`config.mk`:
```
export PLATFORM = sky130hd
export DESIGN_NAME = obstacle_logic
export DESIGN_NICKNAME = d
export VERILOG_FILES = /design/src/rtl/obstacle_logic.sv
export SDC_FILE = /design/constraint.sdc
export NUM_CORES = 1
export LEC_CHECK = 0
export ABC_AREA = 1
export CORE_ASPECT_RATIO = 1.75
export CORE_MARGIN = 2
export CORE_UTILIZATION = 59
export DETAILED_ROUTE_END_ITERATION = 10
export PLACE_DENSITY_LB_ADDON = 0.25
export SYNTH_ARGS = -nofsm -noshare
export SYNTH_HDL_FRONTEND = slang
export SYNTH_SLANG_ARGS = --single-unit
```
`constraint.sdc`:
```
create_clock -name clk -period 6.6 [get_ports clk]
set_input_delay 0.66 -clock clk [delete_from_list [all_inputs] [get_ports clk]]
set_output_delay 0.66 -clock clk [all_outputs]
set_load 0.01 [all_outputs]
```
`src/rtl/obstacle_logic.sv`:
```
// Game-control FSM and collision checker for the flappy-bird datapath.
// Samples the in-scope pipe and bird position on each frame tick, then judges the hit on the following cycle.
module obstacle_logic #(
    parameter int SCREEN_W     = 640,
    parameter int BIRD_X       = 280,
    parameter int BIRD_W       = 16,
    parameter int BIRD_H       = 16,
    parameter int PIPE_W       = 80,
    parameter int GAP_H        = 120,
    parameter int FLOOR_Y      = 440,
    parameter int DEATH_FRAMES = 60
) (
    input  logic       clk,
    input  logic       reset,
    input  logic       frame_tick,
    input  logic       flap,
    input  logic [9:0] pipe_x,
    input  logic [9:0] gap_y,
    input  logic [9:0] bird_y,
    output logic       count_EN,
    output logic       Lose,
    output logic       game_rst,
    output logic [1:0] game_state
);

    localparam logic [1:0] S_IDLE  = 2'b00;
    localparam logic [1:0] S_PLAY  = 2'b01;
    localparam logic [1:0] S_DYING = 2'b10;
    localparam logic [1:0] S_OVER  = 2'b11;

    localparam int CW = $clog2(DEATH_FRAMES + 1);

    localparam logic [10:0] L_SCREEN_W   = 11'(SCREEN_W);
    localparam logic [10:0] L_BIRD_X     = 11'(BIRD_X);
    localparam logic [10:0] L_BIRD_RIGHT = 11'(BIRD_X + BIRD_W - 1);
    localparam logic [10:0] L_PIPE_SPAN  = 11'(PIPE_W - 1);
    localparam logic [10:0] L_BIRD_H     = 11'(BIRD_H);
    localparam logic [10:0] L_GAP_H      = 11'(GAP_H);
    localparam logic [10:0] L_FLOOR_Y    = 11'(FLOOR_Y);
    localparam logic [CW-1:0] L_DEATH    = CW'(DEATH_FRAMES);

    logic [1:0]    state_q, state_d;
    logic          flap_q;
    logic          count_en_q, count_en_d;
    logic          lose_q, lose_d;
    logic          game_rst_q, game_rst_d;
    logic          eval_q, eval_d;
    logic [CW-1:0] death_q, death_d;
    logic [9:0]    pipe_x_q, gap_y_q, bird_y_q;
    logic          capture;
    logic          flap_rise;
    logic          xov;
    logic          hit;
    logic [10:0]   pxW, gyW, byW;

    assign flap_rise = flap & ~flap_q;

    // All geometry is widened to 11 bits so pipe_x + PIPE_W - 1 and bird_y + BIRD_H never wrap.
    assign pxW = {1'b0, pipe_x_q};
    assign gyW = {1'b0, gap_y_q};
    assign byW = {1'b0, bird_y_q};

    assign xov = (pxW < L_SCREEN_W) && (pxW <= L_BIRD_RIGHT) && ((pxW + L_PIPE_SPAN) >= L_BIRD_X);
    assign hit = (xov && ((byW < gyW) || ((byW + L_BIRD_H) > (gyW + L_GAP_H))))
               || ((byW + L_BIRD_H) > L_FLOOR_Y);

    always_comb begin
        state_d    = state_q;
        count_en_d = 1'b0;
        lose_d     = lose_q;
        game_rst_d = 1'b0;
        eval_d     = 1'b0;
        death_d    = death_q;
        capture    = 1'b0;
        case (state_q)
            S_IDLE: begin
                lose_d = 1'b0;
                if (flap_rise) begin
                    state_d = S_PLAY;
                end
            end
            S_PLAY: begin
                lose_d = 1'b0;
                if (eval_q && hit) begin
                    state_d = S_DYING;
                    lose_d  = 1'b1;
                    death_d = '0;
                end else if (frame_tick) begin
                    capture    = 1'b1;
                    count_en_d = 1'b1;
                    eval_d     = 1'b1;
                end
            end
            S_DYING: begin
                lose_d = 1'b1;
                if (frame_tick) begin
                    death_d = death_q + CW'(1);
                    if ((death_q + CW'(1)) == L_DEATH) begin
                        state_d = S_OVER;
                    end
                end
            end
            S_OVER: begin
                lose_d = 1'b1;
                if (flap_rise) begin
                    state_d    = S_IDLE;
                    lose_d     = 1'b0;
                    game_rst_d = 1'b1;
                end
            end
            default: begin
                state_d = S_IDLE;
                lose_d  = 1'b0;
            end
        endcase
    end

    always_ff @(posedge clk) begin
        if (!reset) begin
            state_q    <= S_IDLE;
            flap_q     <= 1'b0;
            count_en_q <= 1'b0;
            lose_q     <= 1'b0;
            game_rst_q <= 1'b1;
            eval_q     <= 1'b0;
            death_q    <= '0;
            pipe_x_q   <= '0;
            gap_y_q    <= '0;
            bird_y_q   <= '0;
        end else begin
            state_q    <= state_d;
            flap_q     <= flap;
            count_en_q <= count_en_d;
            lose_q     <= lose_d;
            game_rst_q <= game_rst_d;
            eval_q     <= eval_d;
            death_q    <= death_d;
            if (capture) begin
                pipe_x_q <= pipe_x;
                gap_y_q  <= gap_y;
                bird_y_q <= bird_y;
            end
        end
    end

    assign count_EN   = count_en_q;
    assign Lose       = lose_q;
    assign game_rst   = game_rst_q;
    assign game_state = state_q;

endmodule
```
==> out/summary.log <==
INFO  run_status     status=finished, final reports clean
INFO  placement      gp_congestion=0.862
INFO  die            initial_core_util=61.7%
INFO  yosys          ys_seq_elements=42
INFO  die            fp.dieArea=0.00519mm^2
INFO  clock_tree     cts_root_buffer=sky130_fd_sc_hd__clkbuf_8
INFO  timing         period_share=55.0%
INFO  timing         pin_slew_with_the_least_headroom_to_its_limit=1.11ns
INFO  detailed_routing detail-route-antenna-nets=0
INFO  yosys          post_synth_instance_area=0.00272mm^2
INFO  clock_tree     cts-resized-gates=0
INFO  grt            globalRouteTotalUtil=24.5%
INFO  grt            grt_pass1_wl=10,200um
INFO  detailed_routing drt-vias-per-instance=5.14
INFO  power_and_ir_drop ir_drop=0.000289V
INFO  power_and_ir_drop cell_internal_pwr=642uW
INFO  clock_tree     buffers_from_clock_root_to_sink_at_most=2
INFO  critical_path  critPathTopFamily=simple AND/OR/NAND/NOR gates
INFO  clock_tree     cts_post_setup_buffers_inserted=0
INFO  clock_tree     ctsHtreeMaxLevel=2
INFO  finish         n_antenna_cell=0
INFO  finish         layout_commonest_cell=sky130_fd_sc_hd__nand2_1
INFO  grt            initial_antenna_violation_count=0
INFO  power_and_ir_drop netSwitchingPower=453uW
INFO  clock_tree     clkSinkCount=42
INFO  yosys          netlist-cell-type-count=30
INFO  clock_tree     tritoncts=built
INFO  detailed_routing detail_route.drc_violations=0
INFO  grt            globalRouteOverflowTotal=0
INFO  yosys          ys_seq_area_share=30.9%
INFO  placement      port_buffers=38
INFO  power_and_ir_drop leakagePower=0.00162uW
INFO  timing         fin_skew=0.00675ns
INFO  yosys          syn_avg_cell_area=6.65um^2
INFO  finish         fillCellCount=400
INFO  grt            number_of_global_route_vias_before_repair=2,527
INFO  clock_tree     latest_clock_arrival_within_the_worst_skew_pair=0.30ns
INFO  detailed_routing route.vias.total=2,536
INFO  die            chipHeight=93.8um
INFO  power_and_ir_drop p_seq_share=33.0%
INFO  finish         most-common-layout-cells=107 x sky130_fd_sc_hd__nand2_1, 75 x sky130_fd_sc_hd__nor2_1, 52 x sky130_fd_sc_hd__inv_1
INFO  critical_path  critPathLaunchType=flip-flop
INFO  yosys          postSynthCellCount=409
INFO  critical_path  critical_path.endpoint_type=flip-flop
INFO  detailed_routing drt_pass1_iterations=6
INFO  yosys          total_of_warnings_raised_by_yosys=0
INFO  power_and_ir_drop pwr_density_cell=344mW/mm^2
INFO  critical_path  critical_path_peak_fanout=56
INFO  power_and_ir_drop p_clk_share=19.4%
INFO  die            die_w=55.3um
INFO  finish         post-route-util=72.2%
INFO  timing         drv_slew=0
INFO  detailed_routing initialDrtViolationCount=92
INFO  critical_path  timing.setup.critical_path_class=reg2reg
INFO  power_and_ir_drop power_switching_share=41.4%
INFO  timing         setup_ws=2.97ns
INFO  timing         min_period=3.63ns
INFO  finish         fin_nets=502
INFO  die            io_pins=39
INFO  critical_path  cp_slowest_cell=sky130_fd_sc_hd__nand3_2
INFO  clock_tree     clkTransAtPathRegs=0.08ns
INFO  critical_path  slowest_delay=0.83ns
INFO  finish         area.growth.synth_to_final=16.9%
INFO  timing         final-hold-violation-count=0
INFO  placement      detailedPlace.worstSlack=3.00ns
INFO  detailed_routing route.final.wire_length=5870um
INFO  die            placement_rows=32
INFO  flow_run       drv_cap=0
INFO  timing         relSlewSlack=26.0%
INFO  yosys          synth_fp_nets=469
INFO  power_and_ir_drop p_comb_share=47.6%
INFO  placement      hpwl=4400um
INFO  clock_tree     cts_buf_count=5
INFO  grt            grt_max_degree=57
INFO  timing         setup-violations-final=0
INFO  timing         fmaxAchievable=276MHz
INFO  finish         layout-drive-gt1-share=5.88%
INFO  critical_path  crit_path_cell_trace=ha_1 -> nand4_1 -> nand2_1 -> inv_1 -> ha_1 -> nand2_1 -> inv_1 -> nand2_1 -> inv_1 -> nand2_1 -> nand3_1 -> nand2_1 -> nand2_1 -> nand2_1 -> nand2_2 -> nand2_4 -> nand3_2 -> nor2_1 -> nor2_1
INFO  die            floorplan.core_area=0.00440mm^2
INFO  power_and_ir_drop p_total=1090uW
INFO  critical_path  crit_top_cell=sky130_fd_sc_hd__nand2_1
INFO  worst_hold_path hold_path_class=reg2reg
INFO  critical_path  worst-endpoint-required=6.79ns
INFO  detailed_routing routedWlPerCell=11.9um
INFO  critical_path  cp.arrival=3.82ns
INFO  timing         setup_repair_after_global_routing_missed_its_margin=no
INFO  critical_path  regToRegSetupSlack=2.97ns
INFO  clock_tree     cts-hold-fix-buffers=0
INFO  critical_path  cp.buffers_inverters=3
INFO  timing         timing.setup.tns=0ns
-- power by group through the flow --
stage / clock [uW] / sequential (uW) / combinational [uW]
4_1_cts: 215 / 361 / 525
6_report: 212 / 361 / 522
3_5_place_dp: 0 / 365 / 519
3_3_place_gp: 0 / 364 / 503
5_1_grt: 225 / 368 / 610
2_1_floorplan: 0 / 356 / 414
-- metrics by stage --
step | hold WS, ns | instances | instance area [um^2]
final | 0.468 | 493 | 3180
after global routing | 0.503 | 493 | 3180
after CTS | 0.472 | 493 | 3180
after detailed placement | 0.460 | 486 | 3070
after global placement | 0.453 | 486 | 3070
after floorplan | 0.439 | 409 | 2720
-- state kept, by name, indices dropped and copies added (netlist names) --
register / cells
Lose: 1
flap_q: 1
game_state: 2
bird_y_q: 10
game_rst: 1
eval_q: 1
pipe_x_q: 10
death_q: 6
gap_y_q: 10
-- path summary, 6_finish.rpt --
check | start | to | cells after the start
worst max register to register | bird_y_q[4]$_SDFFE_PN0P_ | gap_y_q[5]$_SDFFE_PN0P_ | 19
worst min-delay path | pipe_x_q[2]$_SDFFE_PN0P_ | pipe_x_q[2]$_SDFFE_PN0P_ | 2
worst max-delay path | bird_y_q[4]$_SDFFE_PN0P_ | gap_y_q[5]$_SDFFE_PN0P_ | 19
worst min register to register | pipe_x_q[2]$_SDFFE_PN0P_ | pipe_x_q[2]$_SDFFE_PN0P_ | 2
-- cell usage after synthesis (all sizes together) --
cell    number  area share [%]
nand2      119              18
nor2        77              11
inv         54             7.5
dfxtp       42              31
ha          26              12
a21oi       22             4.0
nand3       22             4.4
nand4       12             2.8
buf         11             3.5
o21ai        6             1.1
xor2         6             1.9
xnor2        3            0.97
clkbuf       2            0.28
a211oi       1            0.28
and3         1            0.23
nand3b       1            0.28
nor3b        1            0.28
o211ai       1            0.28
o21a         1            0.28
o31ai        1            0.28
-- tightest hold or removal path: stages (launching register included) --
cell	delay, ns
sky130_fd_sc_hd__dfxtp_1	0.32
sky130_fd_sc_hd__nand2_1	0.06
sky130_fd_sc_hd__a21oi_1	0.05
-- kinds of logic (layout without fill, tap and decap cells) --
kind of cell | count (synthesis) | in the layout | share of synthesized area [%]
flops | 42 | 42 | 30.9
xor+xnor | 9 | 9 | 2.90
fa+ha+maj | 26 | 26 | 12.0
buf+inv | 67 | 100 | 11.3
compound gates | 32 | 32 | 6.26
simple gates | 233 | 233 | 36.7
-- layout make-up --
cell class	instances	area, um^2	share of cell area (%)
clock buffers	6	82.6	2.60
well taps	51	63.8	2.01
clock inverters	1	30.0	0.945
inverters	54	203	6.38
repair buffers	39	388	12.2
flip-flops and latches	42	841	26.4
multi-input cells	300	1570	49.4
-- layer usage --
| layer | GRT usage, % | up-vias | routed length, um | share of wire, % |
|---|---|---|---|---|
| li1 | - | 1338 | - | - |
| met1 | 24.6 | 1137 | 2270 | 39 |
| met2 | 47.5 | 40 | 3270 | 56 |
| met3 | 3.86 | 21 | 122 | 2.1 |
| met4 | 12.0 | 0 | 197 | 3.4 |
| met5 | 0 | - | 0 | 0 |
No activity file was read; power rests on OpenSTA's default activity.
